File: config.mk
export PLATFORM = sky130hd
export DESIGN_NAME = mantis1134_encoder
export DESIGN_NICKNAME = d
export VERILOG_FILES = /design/src/rtl/mantis1134_pkg.sv /design/src/rtl/mantis1134_encoder_lsb.sv /design/src/rtl/mantis1134_encoder.sv
export SDC_FILE = /design/constraint.sdc
export NUM_CORES = 1
export LEC_CHECK = 0
export ABC_AREA = 1
export ABC_CLOCK_PERIOD_IN_PS = 1850
export CORE_ASPECT_RATIO = 0.6
export CORE_UTILIZATION = 35
export DETAILED_ROUTE_END_ITERATION = 7
export PLACE_DENSITY = 0.72
export SYNTH_ARGS = -nofsm -noshare
export SYNTH_HDL_FRONTEND = slang
export SYNTH_SLANG_ARGS = --single-unit
File: constraint.sdc
create_clock -name clk -period 1.85 [get_ports clk]
set_clock_uncertainty 0.15 [all_clocks]
set_input_delay 0.37 -clock clk [delete_from_list [all_inputs] [get_ports clk]]
set_output_delay 0.37 -clock clk [all_outputs]
set_load 0.1 [all_outputs]
File: src/rtl/mantis1134_pkg.sv
// Shared types and helpers for the mantis1134 set-bit index encoder.
package mantis1134_pkg;

    typedef enum logic {
        IDLE = 1'b0,
        EMIT = 1'b1
    } state_t;

    localparam int unsigned DEFAULT_BITS = 3;

    // Rebuilds a one-hot word from an index; sized for BITS up to 5.
    function automatic logic [31:0] idx_to_onehot(input logic [4:0] idx);
        return 32'(1) << idx;
    endfunction

endpackage

File: src/rtl/mantis1134_encoder_lsb.sv
// Combinational lowest-set-bit finder: index, any-set and at-most-one-set flags.
module lsb_priority_encoder
    import mantis1134_pkg::*;
#(
    parameter  int unsigned BITS    = DEFAULT_BITS,
    localparam int unsigned IN_BITS = 1 << BITS
) (
    input  logic [IN_BITS-1:0] vec,
    output logic [BITS-1:0]    idx,
    output logic               any,
    output logic               single
);

    // Scan from the top so the lowest set bit is the last one written.
    always_comb begin
        idx = '0;
        for (int i = int'(IN_BITS) - 1; i >= 0; i--) begin
            if (vec[i]) idx = BITS'(i);
        end
    end

    assign any    = |vec;
    assign single = ((vec & (vec - IN_BITS'(1))) == '0);

endmodule

File: src/rtl/mantis1134_encoder.sv
// Streams the binary index of every set bit of a vector, lowest first, over valid/ready.
module mantis1134_encoder
    import mantis1134_pkg::*;
#(
    parameter  int unsigned BITS    = DEFAULT_BITS,
    localparam int unsigned IN_BITS = 1 << BITS
) (
    input  logic               clk,
    input  logic               reset,
    input  logic               in_valid,
    output logic               in_ready,
    input  logic [IN_BITS-1:0] A,
    output logic               out_valid,
    input  logic               out_ready,
    output logic [BITS-1:0]    Y,
    output logic               out_last,
    output logic               out_zero
);

    if (BITS < 1) begin : g_bits_check
        $error("mantis1134_encoder: BITS must be >= 1");
    end

    state_t             r_state, w_state_nxt;
    logic [IN_BITS-1:0] r_pend, w_pend_nxt;
    logic               r_zflag, w_zflag_nxt;
    logic               r_valid, r_last, r_zero;
    logic [BITS-1:0]    r_y;
    logic [BITS-1:0]    w_idx;
    logic               w_any, w_single, w_beat;

    // Outputs are precomputed from the next pending vector so they leave the flops directly.
    lsb_priority_encoder #(.BITS(BITS)) u_enc (
        .vec    (w_pend_nxt),
        .idx    (w_idx),
        .any    (w_any),
        .single (w_single)
    );

    assign w_beat   = r_valid & out_ready;
    assign in_ready = !reset && ((r_state == IDLE) || (w_beat && r_last));

    always_comb begin
        w_state_nxt = r_state;
        w_pend_nxt  = r_pend;
        w_zflag_nxt = r_zflag;
        case (r_state)
            IDLE: begin
                if (in_valid) begin
                    w_pend_nxt  = A;
                    w_zflag_nxt = (A == '0);
                    w_state_nxt = EMIT;
                end
            end
            EMIT: begin
                if (w_beat) begin
                    w_pend_nxt = r_pend & (r_pend - IN_BITS'(1));
                    if (r_last) begin
                        // Last beat taken: a waiting vector reloads with no bubble.
                        if (in_valid) begin
                            w_pend_nxt  = A;
                            w_zflag_nxt = (A == '0);
                        end else begin
                            w_state_nxt = IDLE;
                        end
                    end
                end
            end
            default: w_state_nxt = IDLE;
        endcase
    end

    always_ff @(posedge clk) begin
        if (reset) begin
            r_state <= IDLE;
            r_pend  <= '0;
            r_zflag <= 1'b0;
            r_valid <= 1'b0;
            r_y     <= '0;
            r_last  <= 1'b0;
            r_zero  <= 1'b0;
        end else begin
            r_state <= w_state_nxt;
            r_pend  <= w_pend_nxt;
            r_zflag <= w_zflag_nxt;
            r_valid <= (w_state_nxt == EMIT);
            r_y     <= ((w_state_nxt == EMIT) && w_any) ? w_idx : '0;
            r_last  <= (w_state_nxt == EMIT) && w_single;
            r_zero  <= (w_state_nxt == EMIT) && w_zflag_nxt;
        end
    end

    assign out_valid = r_valid;
    assign Y         = r_y;
    assign out_last  = r_last;
    assign out_zero  = r_zero;

endmodule

==> results of run 1 <==
-- per-stage QoR --
| step | setup TNS (ns) | utilization (%) | cells |
|---|---|---|---|
| 6_report | 0 | 66.3 | 242 |
| 5_1_grt | -0.262 | 66.3 | 242 |
| 4_1_cts | 0 | 64.4 | 240 |
| 3_5_place_dp | -4.29 | 57.1 | 223 |
| 3_3_place_gp | -3.54 | 57.1 | 223 |
| 2_1_floorplan | -0.289 | - | 151 |
-- flip-flops by register name (all words and copies together) (netlist names) --
signal     count
out_valid      1
r_pend         8
r_zflag        1
out_last       1
Y              3
out_zero       1
-- worst min path at each step --
stage             from  endpoint  slack [ns]  depth (start not counted)
6_report       r_zflag   r_zflag        0.48                          3
3_3_place_gp   r_zflag   r_zflag        0.40                          3
5_1_grt        r_zflag   r_zflag        0.49                          3
4_1_cts        r_zflag   r_zflag        0.48                          3
2_1_floorplan    reset  out_zero        0.30                          1
3_5_place_dp   r_zflag   r_zflag        0.42                          3
-- power by group --
group | switching, mW | leakage [nW] | total (mW) | internal (mW)
clock | 0.140 | 0.0217 | 0.292 | 0.152
sequential | 0.0226 | 0.125 | 0.367 | 0.344
combinational | 0.271 | 0.653 | 0.478 | 0.207
-- metal layers --
metal  share of wire [%]  GRT usage [%]  wire, um
met1                  46           32.1      1610
met2                  47           41.4      1610
met3                 5.4           5.53       188
met4                 1.4           7.76        50
met5                   0              0         0
-- layout by cell type (no fill, tap or decap), types with 4 or more instances in the layout --
master,instances
nand2_1,36
dfxtp_1,13
o21ai_0,7
nor2_1,17
nand3_1,4
o21ai_1,6
inv_2,5
nor2_4,5
inv_1,13
a21oi_1,4
buf_12,7
nand2_4,4
nand2_2,5
clkdlybuf4s50_1,7
o21ai_2,4
buf_4,37
-- logic make-up (layout without fill, tap and decap cells) --
| family | count (synthesis) | count (layout) | synth area share, % |
|---|---|---|---|
| buffers and inverters | 23 | 82 | 9.68 |
| and+or+nand+nor | 80 | 80 | 37.2 |
| DFF | 15 | 15 | 31.4 |
| AOI/OAI and AO/OA | 33 | 33 | 21.7 |
-- critical path, cell delays in order, from the launching register on --
cell and delay [ns]:
dfxtp_4 0.37, nand2_4 0.11, buf_6 0.12, nor2_4 0.03, buf_4 0.12, buf_4 0.12
nand2_1 0.04, nand2_1 0.09, a21oi_4 0.20, nand2_2 0.11, nor2_4 0.12, nand2_1 0.07
nand2_1 0.06, a21oi_1 0.04
-- repair_timing --
| item | CTS | global route |
|---|---|---|
| pin swaps | 12 | 12 |
| resized for setup | 15 | 9 |
| setup buffers | 13 | 2 |
| cloned | 0 | 0 |
| setup endpoints to repair | 7 | 7 |
-- area by class of cell --
type | count | area (um^2)
clock inverters | 1 | 7.51
well taps | 32 | 40.0
repair buffers | 58 | 559
clock buffers | 3 | 41.3
inverters | 20 | 80.1
flip-flops and latches | 15 | 308
multi-input cells | 113 | 648
fillers | 213 | 856
==> impl_metrics.py, run 1 <==
metrics = {
    "clocking": {
        "cts_tree": "built",
        "clock-sinks": 15,
        "root_buffer": "clkbuf_8",
        "clk_path_buf_depth": 2,
        "cts_made_buffers": 3,
        "path_clk_slew_ns": 0.07,
        "clkLatencyLatePin_ns": 0.26,
        "postCtsHoldBufs": 0,
        "htreeDepth": 1,
    },
    "placed_design": {
        "place_ws_ns": -0.591,
        "gp_congestion": 0.850,
        "place_area_um2": 1450,
        "io_buffers": 18,
        "dp_hpwl_um": 2410,
    },
    "global_routing": {
        "antenna_found_initial": 0,
        "grt_max_degree": 11,
        "grt_pass1_vias": 1125,
        "track_usage_pct": 24.8,
        "grt_pass1_wl_um": 5490,
        "grt_overflow": 0,
    },
    "power": {
        "ir_drop_mv": 0.422,
        "powerDensity_nw_per_um2": 675,
        "total_leakage_power_nw": 0.799,
        "p_total_mw": 1.14,
    },
    "run_status": {
        "status": "complete, no violations",
    },
    "detailed_routing": {
        "vias": 1196,
        "drtIter0Drc": 91,
        "vias_per_cell": 4.94,
        "first_pass_iters": 4,
        "wl_um": 3460,
        "avgRoutedWirePerCell_um": 14.3,
        "drc": 0,
        "final_antenna_net_count": 0,
    },
    "timing": {
        "hold_viol_final": 0,
        "layout_setup_ws_ns": 0.00334,
        "rsz0062_at_grt": "true",
        "fin_crit_sh_pct": 99.8,
        "slew_viol_final": 0,
        "period_minus_slack_ns": 1.85,
        "max-slew-margin-rel_pct": 73.5,
        "worst_pin_slew_ns": 0.394,
        "worst_hold_slack_ns": 0.476,
        "setup_violations": 0,
        "max_freq_ghz": 0.542,
    },
    "critical_path": {
        "cp_max_fo": 5,
        "worst_ep_arrival_time_ns": 1.86,
        "cp.required_ns": 1.86,
        "startpoint": "out_last",
        "crit-reg2reg-launch": "out_last",
        "r2r_end": "Y[0]",
        "endpoint": "Y[0]",
        "start_kind": "register",
        "path_class": "reg2reg",
        "reg2reg_slack_ns": 0.003,
        "cp-end-kind": "register",
        "rr_worst_depth": 13,
    },
    "floorplanning": {
        "core_um2": 2540,
        "die_h_um": 42.5,
        "io_pins": 19,
        "fp.dieW_um": 69.5,
        "start_util_pct": 37.6,
        "dieArea_um2": 2950,
        "placementRows": 14,
    },
    "logic_synthesis": {
        "syn-cell-area_um2": 956,
        "synth_nets": 163,
        "synthArstFlopShare_pct": 0,
        "synth_edf_count": 0,
        "synth_top_area_cell": "dfxtp_1",
        "synthTopCellsByArea": "dfxtp_1 31%, nand2_1 15%, nor2_1 8.2%",
        "ys_types": 30,
        "netlist.area_leader.share_pct": 31.4,
        "netlist_instances": 151,
        "synth.yosys.warnings": 0,
        "ys_seq_elements": 15,
        "avgSynthCellArea_um2": 6.33,
        "ys_seq_area_share_pct": 31.4,
        "synth_common_cells": "39 x nand2_1, 21 x nor2_1, 15 x dfxtp_1",
        "synthFlopType": "dfxtp_1",
        "synth.most_common_cell": "nand2_1",
    },
    "layout": {
        "diodes": 0,
        "area.growth.synth_to_final_pct": 76.2,
        "drive_gt1_share_pct": 41.0,
        "final_area_um2": 1680,
        "num-nets-final": 223,
    },
    "job": {
        "maxCapViolations": 0,
    },
    "hold_path": {
        "hp-class": "reg2reg",
    },
}
Note: power is estimated with default switching activity, not from simulation.
==> inputs of run 2 (changes only) <==
--- a/config.mk
+++ b/config.mk
@@ -10,7 +10,7 @@
 export CORE_ASPECT_RATIO = 0.6
 export CORE_UTILIZATION = 35
 export DETAILED_ROUTE_END_ITERATION = 7
-export PLACE_DENSITY = 0.72
+export PLACE_DENSITY = 0.66
 export SYNTH_ARGS = -nofsm -noshare
 export SYNTH_HDL_FRONTEND = slang
 export SYNTH_SLANG_ARGS = --single-unit
==> run 2 against run 1 <==
The flow now finishes with violations (negative setup slack); global-route usage down 0.72 points; power is 1.1% higher; clock-buffer cell count grew 1; wire length is essentially flat; critical endpoint unchanged; register-to-register slack lost 0.03 ns; die area unchanged; sequential cell count unchanged.
==> impl_metrics.py, run 2 (synthesis gave the netlist of run 1 again) <==
metrics = {
    "detailed_routing": {
        "wl_um": 3460,
        "vias_per_cell": 5.05,
        "drtIter0Drc": 35,
        "highest_layer": "met4",
        "dr_wl_met3_um": 184,
        "first_pass_iters": 4,
        "final_antenna_net_count": 0,
        "avgRoutedWirePerCell_um": 14.2,
        "wl_met2_um": 1680,
        "met1_length_um": 1530,
        "drc": 0,
        "vias": 1226,
    },
    "clocking": {
        "root_buffer": "clkbuf_8",
        "cts_tree": "built",
        "path_clk_slew_ns": 0.06,
        "clock-sinks": 15,
        "clk_path_buf_depth": 2,
        "clkLatencyLatePin_ns": 0.25,
        "postCtsHoldBufs": 0,
        "htreeDepth": 1,
        "cts_made_buffers": 3,
    },
    "critical_path": {
        "crit-reg2reg-launch": "out_last",
        "cp-end-kind": "register",
        "start_kind": "register",
        "startpoint": "out_last",
        "cp.required_ns": 1.84,
        "cp_max_fo": 6,
        "worst_ep_arrival_time_ns": 1.86,
        "r2r_end": "Y[0]",
        "path_class": "reg2reg",
        "rr_worst_depth": 13,
        "reg2reg_slack_ns": -0.02,
    },
    "floorplanning": {
        "io_pins": 19,
        "core_um2": 2540,
        "placementRows": 14,
        "fp.dieW_um": 69.5,
        "die_h_um": 42.5,
        "start_util_pct": 37.6,
        "dieArea_um2": 2950,
    },
    "power": {
        "ir_drop_mv": 0.489,
        "powerDensity_nw_per_um2": 661,
        "total_leakage_power_nw": 0.794,
    },
    "timing": {
        "fin_setup_tns_ns": -0.0398,
        "fin_crit_sh_pct": 101,
        "hold_viol_final": 0,
        "layout_setup_ws_ns": -0.0230,
        "max-slew-margin-rel_pct": 77.7,
        "setup_violations": 2,
        "worst_pin_slew_ns": 0.331,
        "max_freq_ghz": 0.534,
        "slew_viol_final": 0,
        "rsz0062_at_grt": "true",
        "period_minus_slack_ns": 1.87,
    },
    "layout": {
        "final_common_cell": "buf_4",
        "top_register": "r_pend",
        "fin_cells": 243,
        "finish.utilization_pct": 68.4,
        "largest_register_ffs": 8,
        "drive_gt1_share_pct": 43.1,
        "fillCellCount": 217,
        "area.growth.synth_to_final_pct": 81.8,
        "num-nets-final": 224,
        "diodes": 0,
        "final_cell_mix": "40 x buf_4, 34 x nand2_1, 19 x nor2_1",
    },
    "hold_path": {
        "min_path_cells": 3,
        "holdPathEnd": "r_zflag",
        "holdCritStartpoint": "r_zflag",
        "hp-class": "reg2reg",
    },
    "placed_design": {
        "dp_hpwl_um": 2410,
        "gp_congestion": 0.885,
        "dpl.cell_count": 227,
        "io_buffers": 18,
    },
    "run_status": {
        "violations": "negative setup slack",
        "status": "complete, but fails checks",
    },
    "global_routing": {
        "track_usage_pct": 24.1,
        "grt_overflow": 0,
        "grt_max_degree": 11,
        "grt_pass1_vias": 1202,
        "antenna_found_initial": 0,
        "grt_pass1_wl_um": 5530,
    },
    "job": {
        "maxCapViolations": 0,
    },
}
## run 2: cell types whose count changed in the layout (fill, tap and decap cells not counted), sizes merged
cell,change
clkinvlp,-1
clkbuf,+1
dlygate4sd2,-1
buf,+2
## run 2: layout make-up
type / instances / area (um^2) / share of cell area, %
clock buffer: 4 / 45.0 / 2.59
inverter: 20 / 87.6 / 5.04
multi-input combinational: 113 / 703 / 40.5
sequential: 15 / 308 / 17.7
tap: 32 / 40.0 / 2.30
timing repair buffer: 59 / 554 / 31.9
## run 2: critical path: stages (launching register included)
cell and delay (ns):
dfxtp_4 0.39, nand2_8 0.08, inv_8 0.07, nand2_8 0.07, nand2_8 0.10, nand2_4 0.04
nand2_2 0.06, o21ai_2 0.06, o21ai_2 0.26, nand2_1 0.13, nor2_2 0.15, nand2_1 0.08
nand2_1 0.06, a21oi_1 0.04
## run 2: repair_timing
item	4_1_cts	5_1_grt
gates cloned	0	0
buffers inserted	9	3
resized for setup	16	22
endpoints found under the setup margin	8	5
pin swaps	8	15
hold endpoints to repair	0	0
## run 2: stage by stage
step	power [mW]	cell area [um^2]	setup slack, ns	hold WS [ns]
detailed placement	0.793	1480	-0.583	0.486
CTS	1.11	1640	-0.00121	0.492
global placement	0.781	1480	-0.514	0.404
global route	1.21	1740	-0.0991	0.531
finish	1.15	1740	-0.0230	0.499
floorplan	0.609	993	-0.104	0.299
## run 2: report_power, final
part           internal, mW  switching [mW]
combinational         0.222           0.284
sequential            0.345          0.0240
clock                 0.153           0.121
## run 2: worst max-delay path by stage
stage	endpoint	slack [ns]	depth (start not counted)
2_1_floorplan	Y[0]	-0.10	14
3_5_place_dp	out_last	-0.58	13
5_1_grt	Y[0]	-0.1	13
4_1_cts	out_last	-0.001	12
6_report	Y[0]	-0.02	13
3_3_place_gp	Y[0]	-0.51	14
## run 2: layer usage
metal | track usage (%) | vias up
li1 | - | 608
met1 | 31.4 | 570
met2 | 41.0 | 36
met3 | 4.09 | 12
met4 | 7.35 | 0
met5 | 0 | -
